===== config.mk =====
export PLATFORM = sky130hd
export DESIGN_NAME = matrix_entry_loader
export DESIGN_NICKNAME = d
export VERILOG_FILES = /design/src/rtl/matrix_entry_loader.sv
export SDC_FILE = /design/constraint.sdc
export NUM_CORES = 1
export LEC_CHECK = 0
export ABC_AREA = 1
export BUFFER_PORTS_ARGS = -buffer_cell sky130_fd_sc_hd__clkbuf_2
export CAP_MARGIN = 25
export CORE_MARGIN = 1
export CORE_UTILIZATION = 55
export CTS_BUF_LIST = sky130_fd_sc_hd__clkbuf_4 sky130_fd_sc_hd__clkbuf_8
export DETAILED_ROUTE_END_ITERATION = 16
export HOLD_SLACK_MARGIN = 0.1
export PLACE_DENSITY = 0.88
export SKIP_CTS_REPAIR_TIMING = 1
export SYNTH_ARGS = -nofsm -noshare
export SYNTH_HDL_FRONTEND = slang
export SYNTH_SLANG_ARGS = --single-unit

===== constraint.sdc =====
create_clock -name clk -period 3.85 [get_ports clk]
set_input_delay 0.1925 -clock clk [delete_from_list [all_inputs] [get_ports clk]]
set_output_delay 0.1925 -clock clk [all_outputs]
set_load 0.02 [all_outputs]

===== src/rtl/matrix_entry_loader.sv =====
// Sequential operand writer: debounces a key and writes one element of A then B per press.
// Optional build macro MATLOAD_WRAP_EN makes a press in DONE restart loading at A[0][0].
module matrix_entry_loader #(
  parameter int unsigned WIDTH           = 8,
  parameter int unsigned N               = 2,
  parameter int unsigned DEBOUNCE_CYCLES = 500000,
  localparam int unsigned IDX_W          = $clog2(N),
  localparam int unsigned CNT_W          = $clog2(2 * N * N + 1)
) (
  input  logic             clk,
  input  logic             rst,
  input  logic             key_n,
  input  logic [WIDTH-1:0] sw,
  output logic             wr_en,
  output logic             wr_sel,
  output logic [IDX_W-1:0] wr_row,
  output logic [IDX_W-1:0] wr_col,
  output logic [WIDTH-1:0] wr_data,
  output logic [CNT_W-1:0] cur_index,
  output logic             done
);

  localparam int unsigned DbW = $clog2(DEBOUNCE_CYCLES + 1);

  localparam logic [DbW-1:0]   DbLast  = DbW'(DEBOUNCE_CYCLES - 1);
  localparam logic [IDX_W-1:0] IdxLast = IDX_W'(N - 1);
  localparam logic [CNT_W-1:0] LastA   = CNT_W'(N * N - 1);
  localparam logic [CNT_W-1:0] LastB   = CNT_W'(2 * N * N - 1);
  localparam logic [CNT_W-1:0] Total   = CNT_W'(2 * N * N);

  typedef enum logic [1:0] {
    StLoadA = 2'd0,
    StLoadB = 2'd1,
    StDone  = 2'd2
  } state_e;

  // ---------------------------------------------------------------------------
  // Synchronizer and debouncer
  // ---------------------------------------------------------------------------
  logic [1:0]     sync_q;
  logic           key_sync;
  logic           db_level_q, db_level_d;
  logic [DbW-1:0] db_cnt_q, db_cnt_d;
  logic           press_q, press_d;

  assign key_sync = sync_q[1];

  always_ff @(posedge clk) begin
    if (rst) begin
      sync_q <= 2'b11;
    end else begin
      sync_q <= {sync_q[0], key_n};
    end
  end

  // The level flips once DEBOUNCE_CYCLES consecutive mismatching samples have been seen.
  always_comb begin
    db_cnt_d   = '0;
    db_level_d = db_level_q;
    press_d    = 1'b0;
    if (key_sync != db_level_q) begin
      if (db_cnt_q == DbLast) begin
        db_level_d = key_sync;
        press_d    = ~key_sync;
      end else begin
        db_cnt_d = db_cnt_q + DbW'(1);
      end
    end
  end

  always_ff @(posedge clk) begin
    if (rst) begin
      db_level_q <= 1'b1;
      db_cnt_q   <= '0;
      press_q    <= 1'b0;
    end else begin
      db_level_q <= db_level_d;
      db_cnt_q   <= db_cnt_d;
      press_q    <= press_d;
    end
  end

  // ---------------------------------------------------------------------------
  // Load sequencer
  // ---------------------------------------------------------------------------
  state_e           state_q, state_d;
  logic             wr_en_q, wr_en_d;
  logic             wr_sel_q, wr_sel_d;
  logic [IDX_W-1:0] wr_row_q, wr_row_d;
  logic [IDX_W-1:0] wr_col_q, wr_col_d;
  logic [WIDTH-1:0] wr_data_q, wr_data_d;
  logic [CNT_W-1:0] idx_q, idx_d;
  logic             done_q, done_d;
  // Row/col of the next element within its matrix, kept alongside idx_q to avoid a divider.
  logic [IDX_W-1:0] ptr_row_q, ptr_row_d;
  logic [IDX_W-1:0] ptr_col_q, ptr_col_d;

  always_comb begin
    state_d   = state_q;
    wr_en_d   = 1'b0;
    wr_sel_d  = wr_sel_q;
    wr_row_d  = wr_row_q;
    wr_col_d  = wr_col_q;
    wr_data_d = wr_data_q;
    idx_d     = idx_q;
    done_d    = done_q;
    ptr_row_d = ptr_row_q;
    ptr_col_d = ptr_col_q;

    unique case (state_q)
      StLoadA, StLoadB: begin
        if (press_q) begin
          wr_en_d   = 1'b1;
          wr_sel_d  = (state_q == StLoadB);
          wr_row_d  = ptr_row_q;
          wr_col_d  = ptr_col_q;
          wr_data_d = sw;
          idx_d     = idx_q + CNT_W'(1);

          if (ptr_col_q == IdxLast) begin
            ptr_col_d = '0;
            if (ptr_row_q == IdxLast) begin
              ptr_row_d = '0;
            end else begin
              ptr_row_d = ptr_row_q + IDX_W'(1);
            end
          end else begin
            ptr_col_d = ptr_col_q + IDX_W'(1);
          end

          if (state_q == StLoadA && idx_q == LastA) begin
            state_d = StLoadB;
          end
          if (state_q == StLoadB && idx_q == LastB) begin
            state_d = StDone;
            done_d  = 1'b1;
          end
        end
      end

      StDone: begin
`ifdef MATLOAD_WRAP_EN
        // The restarting press itself writes A[0][0].
        if (press_q) begin
          wr_en_d   = 1'b1;
          wr_sel_d  = 1'b0;
          wr_row_d  = '0;
          wr_col_d  = '0;
          wr_data_d = sw;
          idx_d     = CNT_W'(1);
          ptr_row_d = '0;
          ptr_col_d = IDX_W'(1);
          done_d    = 1'b0;
          state_d   = StLoadA;
        end
`endif
      end

      default: begin
        state_d = StLoadA;
      end
    endcase
  end

  always_ff @(posedge clk) begin
    if (rst) begin
      state_q   <= StLoadA;
      wr_en_q   <= 1'b0;
      wr_sel_q  <= 1'b0;
      wr_row_q  <= '0;
      wr_col_q  <= '0;
      wr_data_q <= '0;
      idx_q     <= '0;
      done_q    <= 1'b0;
      ptr_row_q <= '0;
      ptr_col_q <= '0;
    end else begin
      state_q   <= state_d;
      wr_en_q   <= wr_en_d;
      wr_sel_q  <= wr_sel_d;
      wr_row_q  <= wr_row_d;
      wr_col_q  <= wr_col_d;
      wr_data_q <= wr_data_d;
      idx_q     <= idx_d;
      done_q    <= done_d;
      ptr_row_q <= ptr_row_d;
      ptr_col_q <= ptr_col_d;
    end
  end

  assign wr_en     = wr_en_q;
  assign wr_sel    = wr_sel_q;
  assign wr_row    = wr_row_q;
  assign wr_col    = wr_col_q;
  assign wr_data   = wr_data_q;
  assign cur_index = idx_q;
  assign done      = done_q;

  // ---------------------------------------------------------------------------
  // Invariants
  // ---------------------------------------------------------------------------
  done_tracks_index: assert property (@(posedge clk) disable iff (rst)
    done_q == (idx_q == Total));

  strobe_single_cycle: assert property (@(posedge clk) disable iff (rst)
    wr_en_q |=> !wr_en_q);

endmodule


== Yosys cells after proc, flatten, opt, wreduce, memory -nomap -nowiden ==
Cells that the tools add are included.
Word-level totals
  register bits: 44
  bits in latches: 0
  bits in writable memories: 0
  ROM bits: 0
  input port bits: 11
  memories kept: 0
Cells by class
  $add $sub $neg: 4
  multipliers: 0
  div/mod/pow operators: 0
  order comparisons: 0
  equal/unequal tests: 8
  shift-type cells: 0
  muxes and demuxes: 7
  bitwise operators: 5
  reductions and logical operators: 12
Operators by type and width (count)
  adder 19 x 1 -> 19 bit (second input constant): 1
  == test 19 bit (second input constant): 1
  AND reduction 3 bit: 3
  two-way mux 2 bit: 3
  OR reduction 3 bit: 2
  NOT 1 bit: 5
  adder 4 x 1 -> 4 bit (second input constant): 1
  == test 4 x 2 -> 1 bit (second input constant): 1
  == test 4 x 3 -> 1 bit (second input constant): 1
  case mux 2 bit (2 select lines): 1
  AND reduction 2 bit: 2
  OR reduction 2 bit: 2
  two-way mux 1 bit: 3
  != test 3 bit (second input constant): 1
  adder 1 bit (second input constant): 2
  == test 2 x 1 -> 1 bit (second input constant): 1
  == test 2 bit (second input constant): 1
  logical AND 1 bit: 2
  zero test 2 bit: 1
  != test 2 bit (second input constant): 1
  != test 1 bit: 1

== Longest topological paths before layout ==
Gate-level depths: netlist (run 1).
  depth in word-level cells: 6
  gate-level depth with buffers: 9

== Worst setup path before layout (run 1) ==
No wires, ideal clock.
  kind: reg2reg
  start point: register db_cnt_q[0]
  end point: register db_cnt_q[9]
  library setup time: 115 ps
  arrival: 1161 ps
  slack: 2575 ps
  cell stages (with the launch flop): 8
  buffers on the path: 1
  period minus slack after synthesis: 1275 ps
  cell sequence: dfxtp_1 ha_1 nand2_2 nor2_4 nand3_2 nand2_4 buf_6 nor2_1
Between the ends
  word-level cells in the longest chain between the ends: 2
  elaborated cells between the ends (all ways): 3
Ends and longest elaborated chain
  start, declared: RTL line 43  | logic [DbW-1:0] db_cnt_q, db_cnt_d;
  start signal, assigned: RTL line 78  | db_cnt_q <= db_cnt_d;
  branches (longest 2 deep; another with adder 19 x 1 -> 19 bit)
Several ways; the timed one is not identified.
A chain may end at the register's enable or synchronous reset.

== Final worst setup path (run 1) ==
  start point: register state_q[1]
  end point: register idx_q[3], in the netlist cur_index[3]
Between the ends
  word-level cells in the longest chain between the ends: 3
  elaborated cells between the ends (all ways): 4
Ends and longest elaborated chain
  start, declared: RTL line 86  | state_e state_q, state_d;
  start signal, assigned: RTL line 167  | state_q <= StLoadA;
  start signal, assigned: RTL line 178  | state_q <= state_d;
  == test 2 x 1 -> 1 bit or zero test 2 bit (tied branches): RTL line 110  | unique case (state_q)
  OR reduction 2 bit *: RTL line 110
  AND reduction 2 bit (no source line) *
  end signal, assigned: RTL line 184  | idx_q <= idx_d;
  end, declared: RTL line 92  | logic [CNT_W-1:0] idx_q, idx_d;
Mark *: on every way between the ends. The rest lies on a longest branch, timed or not.

==> results of run 1 <==
[power by group through the flow]
| stage | sequential [mW] | combinational [mW] | clock [mW] |
|---|---|---|---|
| 4_1_cts | 0.457 | 0.0154 | 0.294 |
| 5_1_grt | 0.458 | 0.0227 | 0.313 |
| 6_report | 0.457 | 0.0202 | 0.289 |
| 3_5_place_dp | 0.467 | 0.0153 | 0 |
| 3_3_place_gp | 0.467 | 0.0151 | 0 |
| 2_1_floorplan | 0.467 | 0.00944 | 0 |
[sequential cells by signal, indices dropped and copies added (netlist names)]
| signal | cells |
|---|---|
| cur_index | 4 |
| db_cnt_q | 19 |
| db_level_q | 1 |
| done | 1 |
| press_q | 1 |
| ptr_col_q | 1 |
| ptr_row_q | 1 |
| state_q | 2 |
| sync_q | 2 |
| wr_col | 1 |
| wr_data | 8 |
| wr_en | 1 |
| wr_row | 1 |
| wr_sel | 1 |
[final timing paths]
path / from / endpoint / slack (ps) / depth (start not counted)
setup reg to reg: state_q[1] / cur_index[3] / 2230 / 7
hold reg to reg: sync_q[0] / sync_q[1] / 420 / 1
setup / recovery: state_q[1] / cur_index[3] / 2230 / 7
hold / removal: sw[4] / wr_data[4] / 80 / 3
[layer usage]
| layer | GRT usage [%] | part of all wire [%] |
|---|---|---|
| met3 | 5.46 | 5.8 |
| met1 | 28.4 | 48 |
| met4 | 12.0 | 2.1 |
| met2 | 33.5 | 44 |
| met5 | 0 | 0 |
[critical path, delay by kind of cell, from the launching register on]
kind / cells / cell delay (ps)
flops: 1 / 350
compound gates: 2 / 210
buf+inv: 2 / 540
simple gates: 3 / 450
[per-stage QoR]
stage	instance area [um^2]	std cells	power [mW]	util, %	setup WS (ps)
finish	2230	351	0.766	66.9	2230
global route	2230	351	0.793	66.9	1990
CTS	2170	345	0.767	65.1	2250
detailed placement	2090	337	0.483	62.7	2260
global placement	2090	337	0.482	62.7	2360
floorplan	1930	269	0.477	-	2570
[layout make-up]
class / count / area [um^2]
tap: 46 / 57.6
multi-input combinational: 195 / 926
inverter: 25 / 93.8
timing repair buffer: 33 / 195
sequential: 44 / 881
clock inverter: 3 / 42.5
fill: 294 / 1100
clock buffer: 5 / 37.5
[cells by family (layout without fill, tap and decap cells)]
| group | count (synthesis) | in the layout |
|---|---|---|
| AO/OA/AOI/OAI | 30 | 30 |
| adder cells (fa/ha/maj) | 2 | 2 |
| XOR/XNOR | 11 | 11 |
| flip-flops | 44 | 44 |
| buffers and inverters | 30 | 66 |
| AND/OR/NAND/NOR | 152 | 152 |
[cell usage in the layout, fill, tap and decap left out]
cell,n
o21ai_0,18
dlygate4sd3_1,6
xor2_1,5
clkbuf_2,27
dfxtp_1,44
nand3_2,1
and3_1,1
xnor2_1,6
inv_1,25
clkbuf_4,5
nand3_1,9
bufinv_16,1
nand3b_1,1
or2_2,2
clkinv_2,1
nor2_2,3
or2_0,1
nor2_4,2
nand4_1,7
nor2_1,70
a21oi_1,12
ha_1,2
nand2_4,1
clkinvlp_4,1
nand2_1,52
nand2_2,2
[cell usage after synthesis, types with 3 or more instances]
cell type | number | area, um^2
nor2_1 | 70 | 263
nand2_1 | 52 | 195
dfxtp_1 | 44 | 881
inv_1 | 25 | 93.8
o21ai_0 | 18 | 90.1
a21oi_1 | 12 | 60.1
nand3_1 | 9 | 45.0
nand4_1 | 7 | 43.8
xnor2_1 | 6 | 52.6
xor2_1 | 5 | 43.8
buf_2 | 3 | 15.0
nor2_2 | 3 | 18.8
==> flow_summary.toml, run 1 <==
[outcome]
status = "finished clean"

[pwr]
seqPwrFrac_pct = 59.7
leakagePower_nw = 0.855
switching_share_pct = 21.4
vdd_drop_max_uv = 227
pwr-share-clk_pct = 37.7
intPower_uw = 602
combPwrFrac_pct = 2.6
power.switching_uw = 164
p_per_area_nw_per_um2 = 343

[floorplanning]
start_util_pct = 57.9
die_w_um = 61.2
num_io_pins = 28
dieArea_um2 = 3750
coreArea_um2 = 3340
num_rows = 21
die_h_um = 61.2

[yosys]
avgSynthCellArea_um2 = 7.18
synth_nets = 282
postSynth.asyncResetShare_pct = 0
synth-edff-count = 0
synth_top_family_by_area = "simple AND/OR/NAND/NOR gates"
yosysWarnings = 0
synth-compound-area-share_pct = 7.78
synth-main-ff-cell = "dfxtp_1"
syn_area_um2 = 1930
yosys.area_share.simple_pct = 33.9
synth.distinct_cells = 23
ys_ff_latch = 44
syn-instance-count = 269
ys_seq_area_share_pct = 45.6
synth_xor_area_share_pct = 4.99
synth_fa_ha_area_share_pct = 1.30
synth_mux_area_share_pct = 0

[sta]
worstMarginPinSlew_ps = 460
drv_slew = 0
fin_tns_setup_ps = 0
clock_skew_ps = 8.86
period_needed_ps = 1620
post-route-period-util_pct = 42.0
setup-violations-final = 0
hold_ws_ps = 78.7
rsz0062_at_grt = "no"
hold_violations = 0
fmax_ghz = 0.618
relSlewSlack_pct = 69.3

[grt]
first_global_vias = 1440
grt_pass1_wl_um = 5940
antenna_found_initial = 0
overflow = 0
grt_max_degree = 18
grt_usage_pct = 21.9

[routing]
vias_per_cell = 5.01
post_drt_wl_per_cell_um = 10.9
wl_um = 3830
vias = 1757
antenna_left = 0
route.detailed.drc = 0
drtIter0Drc = 165
first_pass_iters = 4

[cells_and_area]
syn2layout_area_growth_pct = 15.7
antenna_cells = 0
fin_nets = 317
layout-drive-gt1-share_pct = 15.1

[clocking]
cts_tree = "built"
path_clk_slew_ps = 130
worstSkewPairLatency_ps = 370
cts_buffer_depth = 2
cts_buffers = 5
htreeDepth = 2
clockRootBuffer = "clkbuf_4"
cts_sinks = 44

[worst_setup_path]
cp-end-kind = "flip-flop"
path_cells = "inv_1, nand2_1, inv_1, nand2_1, nor2_1, o21ai_0, a21oi_1"
cp.arrival_ps = 1940
critical_path.max_fanout = 17
cpPeakStageDelay_ps = 440
crit_required_ps = 4170
critPathLaunchType = "flip-flop"
worstSetupPathType = "flip-flop to flip-flop"
cpMaxStageDelayCell = "inv_1"

[job]
drv_cap = 0

[placement]
io_buffers = 27
hpwl_um = 2670
gp_congestion = 0.862

[min_path]
min_path_type = "input port to flip-flop"
No activity file was read; power rests on OpenSTA's default activity.
==> run 2: changes to the inputs <==
ABC_AREA = 0   (was 1)
PLACE_DENSITY = 0.89   (was 0.88)
clock period = 1.6 ns   (was 3.85 ns; I/O delays follow)
==> run 2 against run 1 <==
Effect of this change:
- register-to-register slack worse by 2100 ps
- synthesized area is 6.7% lower
- cell area is 1.0% higher
- fmax is 7.6% higher
- combinational power grew to 2.8 times the previous value
- sequential cell count stayed put
- global-route usage is 0.80 points lower
- count of clock-buffer cells in the layout stayed put
==> flow_summary.toml, run 2 <==
[outcome]
status = "finished clean"

[worst_setup_path]
r2r_slack_ps = 90
crit_required_ps = 1860
worstSetupPathType = "flip-flop to flip-flop"
path_cells = "ha_1, nand4_2, buf_4, nor3_1, xnor2_1, nor2_1"
critical_path.max_fanout = 4
critPathLaunchType = "flip-flop"
cpMaxStageDelayCell = "dfxtp_1"
cp-end-kind = "flip-flop"
cpPeakStageDelay_ps = 390
critPathBufInv = 1
cp_top_family = "simple AND/OR/NAND/NOR gates"
cp.arrival_ps = 1770

[clocking]
path_clk_slew_ps = 120
cts_sinks = 44
cts_buffer_depth = 2
cts_tree = "built"
worstSkewPairLatency_ps = 360
cts_buffers = 5
clockRootBuffer = "clkbuf_4"
htreeDepth = 2

[grt]
antenna_found_initial = 0
grt_max_degree = 22
grt_usage_pct = 21.1
grt_pass1_wl_um = 5620
first_global_vias = 1379
overflow = 0

[placement]
io_buffers = 27
gp_congestion = 0.812
dp_cells = 276
hpwl_um = 2290

[floorplanning]
die_h_um = 59.2
num_io_pins = 28
num_rows = 20
start_util_pct = 58.5
die_w_um = 59.2
dieArea_um2 = 3510
coreArea_um2 = 3080

[sta]
setup-violations-final = 0
period_needed_ps = 1510
fin_tns_setup_ps = 0
drv_slew = 0
rsz0062_at_grt = "no"
post-route-period-util_pct = 94.1
fmax_ghz = 0.664
worstMarginPinSlew_ps = 481
clock_skew_ps = 12.6
hold_violations = 0
hold_ws_ps = 426
relSlewSlack_pct = 67.9

[pwr]
p_per_area_nw_per_um2 = 875
vdd_drop_max_uv = 691
leakagePower_nw = 0.845

[yosys]
synth_fa_ha_area_share_pct = 1.39
synth_top_family_by_area = "simple AND/OR/NAND/NOR gates"
postSynth.asyncResetShare_pct = 0
ys_top_cells_by_area = "dfxtp_1, nand2_1, xnor2_1"
netlist.area_leader.share_pct = 48.9
ys_ff_latch = 44
synth_nets = 218
yosys.area_share.simple_pct = 29.2
synth-compound-area-share_pct = 6.81
avgSynthCellArea_um2 = 8.79
synth-edff-count = 0
yosysWarnings = 0
synth_mux_area_share_pct = 1.11
syn_area_um2 = 1800
synth.top_cells.by_count = "dfxtp_1, nand2_1, nor2_1"
synth.most_common_cell = "dfxtp_1"
synth_xor_area_share_pct = 9.24
synth.distinct_cells = 35
post-synth-top-area-cell = "dfxtp_1"
ys_seq_area_share_pct = 48.9
synth-main-ff-cell = "dfxtp_1"
syn-instance-count = 205

[cells_and_area]
top_register = "db_cnt_q"
layout_commonest_cell = "dfxtp_1"
largest_reg_flops = 19
antenna_cells = 0
instances_no_fill = 294
utilization_pct = 73.3
layout_common_cells = "dfxtp_1, nand2_1, nor2_1, clkbuf_2, a21oi_1"
multi_input_area_um2 = 868
layout-drive-gt1-share_pct = 22.8
fin_nets = 263
regArea_um2 = 887
syn2layout_area_growth_pct = 25.2
fill_cells = 219

[routing]
wl_um = 3550
route.detailed.drc = 0
route.met2.wl_um = 1720
vias = 1523
wl_met1_um = 1590
met3_length_um = 157
post_drt_wl_per_cell_um = 12.1
antenna_left = 0
vias_per_cell = 5.18
highest_layer = "met4"
first_pass_iters = 5
drtIter0Drc = 59

[min_path]
min_path_type = "flip-flop to flip-flop"

[job]
drv_cap = 0
-- run 2: cell count changes in the layout (fill, tap and decap cells not counted), moves of 6 or more --
cell	change
buf_4	+8
inv_1	-19
o21ai_0	-18
a21oi_1	+6
nand2_1	-19
nor2_1	-43
xnor2_1	+6
-- run 2: worst reg2reg max path: cells and delay by family (launching register included) --
kind | cells | cell delay (ps)
xor+xnor | 1 | 150
fa+ha+maj | 1 | 200
buf+inv | 1 | 210
flops | 1 | 390
simple gates | 3 | 470
-- run 2: metrics by stage --
stage	total power [mW]	worst slack [ps]	area, um^2
6_report	1.97	94.9	2260
4_1_cts	1.97	38.7	2130
3_3_place_gp	1.16	129	2030
2_1_floorplan	1.14	39.4	1800
5_1_grt	2.05	5.39	2260
3_5_place_dp	1.16	52.2	2030
-- run 2: path summary, 6_finish.rpt --
kind	to	start	cells after the start
max reg2reg	db_cnt_q[10]	db_cnt_q[0]	6
min reg2reg	sync_q[1]	sync_q[0]	1
min	sync_q[1]	sync_q[0]	1
max	db_cnt_q[10]	db_cnt_q[0]	6
-- run 2: cell type report --
| class | count | area share, % |
|---|---|---|
| multi-input combinational | 146 | 38.5 |
| tap | 44 | 2.44 |
| clock buffer | 5 | 1.66 |
| sequential | 44 | 39.3 |
| clock inverter | 2 | 2.66 |
| inverter | 6 | 0.998 |
| timing repair buffer | 47 | 14.4 |
-- run 2: power by group --
part	switching (mW)	internal, mW
clock	0.339	0.478
sequential	0.00166	1.10
combinational	0.0227	0.0348
total	0.364	1.61
-- run 2: cells by family (layout without fill, tap and decap cells) --
family / count (synthesis) / after routing
compound gates: 22 / 22
xor+xnor: 19 / 19
fa+ha+maj: 2 / 2
buf+inv: 15 / 60
flops: 44 / 44
mux: 2 / 2
simple gates: 101 / 101
-- run 2: routing by layer --
metal  up-vias  global-route usage (%)
met3         8                    5.90
li1        782                       -
met2        48                    35.5
met4         0                    7.14
met5         -                       0
met1       685                    25.9
==> run 3: changes to the inputs <==
clock period = 1.96 ns   (was 1.6 ns; I/O delays follow)
==> run 3 against run 2 <==
Effect of this change:
- die area stayed put
- fmax is 14% lower
- core utilization decreased by 1.9 points
- cell area is 2.6% lower
- critical path depth decreased by 1
- critical endpoint is now db_cnt_q[18]
==> flow_summary.toml, run 3 (same netlist as run 2, synthesis figures left out) <==
[outcome]
status = "finished clean"

[routing]
route.detailed.drc = 0
first_pass_iters = 4
drtIter0Drc = 88
post_drt_wl_per_cell_um = 12.4
vias = 1510
antenna_left = 0
vias_per_cell = 5.15
wl_um = 3640

[clocking]
path_clk_slew_ps = 140
cts_sinks = 44
cts_buffer_depth = 2
cts_buffers = 5
clockRootBuffer = "clkbuf_4"
worstSkewPairLatency_ps = 370
cts_tree = "built"
htreeDepth = 2

[job]
drv_cap = 0

[worst_setup_path]
cp-end-kind = "flip-flop"
critPathLaunchType = "flip-flop"
cpMaxStageDelayCell = "nor4_2"
cpPeakStageDelay_ps = 480
critPathBufInv = 0
crit_required_ps = 2280
critical_path.max_fanout = 6
cp.arrival_ps = 2060
path_cells = "ha_1, nand4_2, nor4_2, nand4_1, a21oi_1"
worstSetupPathType = "flip-flop to flip-flop"
cp_top_family = "simple AND/OR/NAND/NOR gates"

[pwr]
leakagePower_nw = 0.802
p_per_area_nw_per_um2 = 694
vdd_drop_max_uv = 706

[placement]
gp_congestion = 0.861
placed_cell_area_um2 = 2010
io_buffers = 27
dp_cells = 275
hpwl_um = 2380

[sta]
post-route-period-util_pct = 88.9
clock_skew_ps = 14.1
hold_violations = 0
relSlewSlack_pct = 68.4
rsz0062_at_grt = "no"
fin_tns_setup_ps = 0
worstMarginPinSlew_ps = 474
hold_ws_ps = 427
drv_slew = 0
period_needed_ps = 1740
fmax_ghz = 0.574
setup-violations-final = 0

[grt]
grt_pass1_wl_um = 5660
overflow = 0
first_global_vias = 1279
grt_usage_pct = 21.7
antenna_found_initial = 0
grt_max_degree = 26

[cells_and_area]
layout_commonest_cell = "dfxtp_1"
fill_cells = 242
layout_common_cells = "dfxtp_1, nand2_1, nor2_1, clkbuf_2, a21oi_1"
instances_no_fill = 293
design_area_um2 = 2200
antenna_cells = 0
top_register = "db_cnt_q"
layout-drive-gt1-share_pct = 20.9
fin_nets = 261
syn2layout_area_growth_pct = 21.9
largest_reg_flops = 19

[min_path]
min_path_type = "flip-flop to flip-flop"

[floorplanning]
die_h_um = 59.2
num_io_pins = 28
coreArea_um2 = 3080
dieArea_um2 = 3510
die_w_um = 59.2
start_util_pct = 58.5
num_rows = 20
==> run 3: cell count changes in the layout (fill, tap and decap cells not counted), sizes merged <==
cell         previous run  this run
buf                     9         8
bufinv                  2         1
clkinvlp                0         1
dlygate4sd3            11        10
inv                     6         7
==> run 3: through the flow <==
step	total power, mW	setup slack, ps	utilization, %
2_1_floorplan	0.931	399	-
3_3_place_gp	0.945	353	65.4
3_5_place_dp	0.945	266	65.4
4_1_cts	1.52	245	68.1
5_1_grt	1.58	17.8	71.4
6_report	1.52	217	71.4
==> run 3: metal layers <==
metal  up-vias  GRT usage [%]  share of wire (%)
li1        777              -                  -
met1       692           27.7                 47
met2        36           34.5                 48
met3         5           5.90                3.9
met4         0           8.84                1.4
met5         -              0                  0
==> run 3: cell type report <==
type	count	area [um^2]	area share, %
clock buffer	5	37.5	1.71
clock inverter	3	46.3	2.11
inverter	6	22.5	1.03
multi-input combinational	146	860	39.1
sequential	44	881	40.1
tap	44	55.1	2.51
timing repair buffer	45	295	13.4
==> run 3: where the power goes <==
group / internal (mW) / total, mW / switching (mW)
clock network: 0.272 / 0.583 / 0.310
logic: 0.0257 / 0.0435 / 0.0178
registers: 0.897 / 0.898 / 0.00147
total: 1.20 / 1.52 / 0.329
==> run 3: worst paths after layout <==
kind	start	endpoint	slack, ps	cells past startpoint
worst max-delay path	db_cnt_q[0]	db_cnt_q[18]	220	5
worst min-delay path	sync_q[0]	sync_q[1]	430	1
worst max register to register	db_cnt_q[0]	db_cnt_q[18]	220	5
worst min register to register	sync_q[0]	sync_q[1]	430	1
==> run 3: worst register-to-register path: stages (launching register included) <==
cell     delay, ps
dfxtp_1        420
ha_1           260
nand4_2        220
nor4_2         480
nand4_1        160
a21oi_1        160
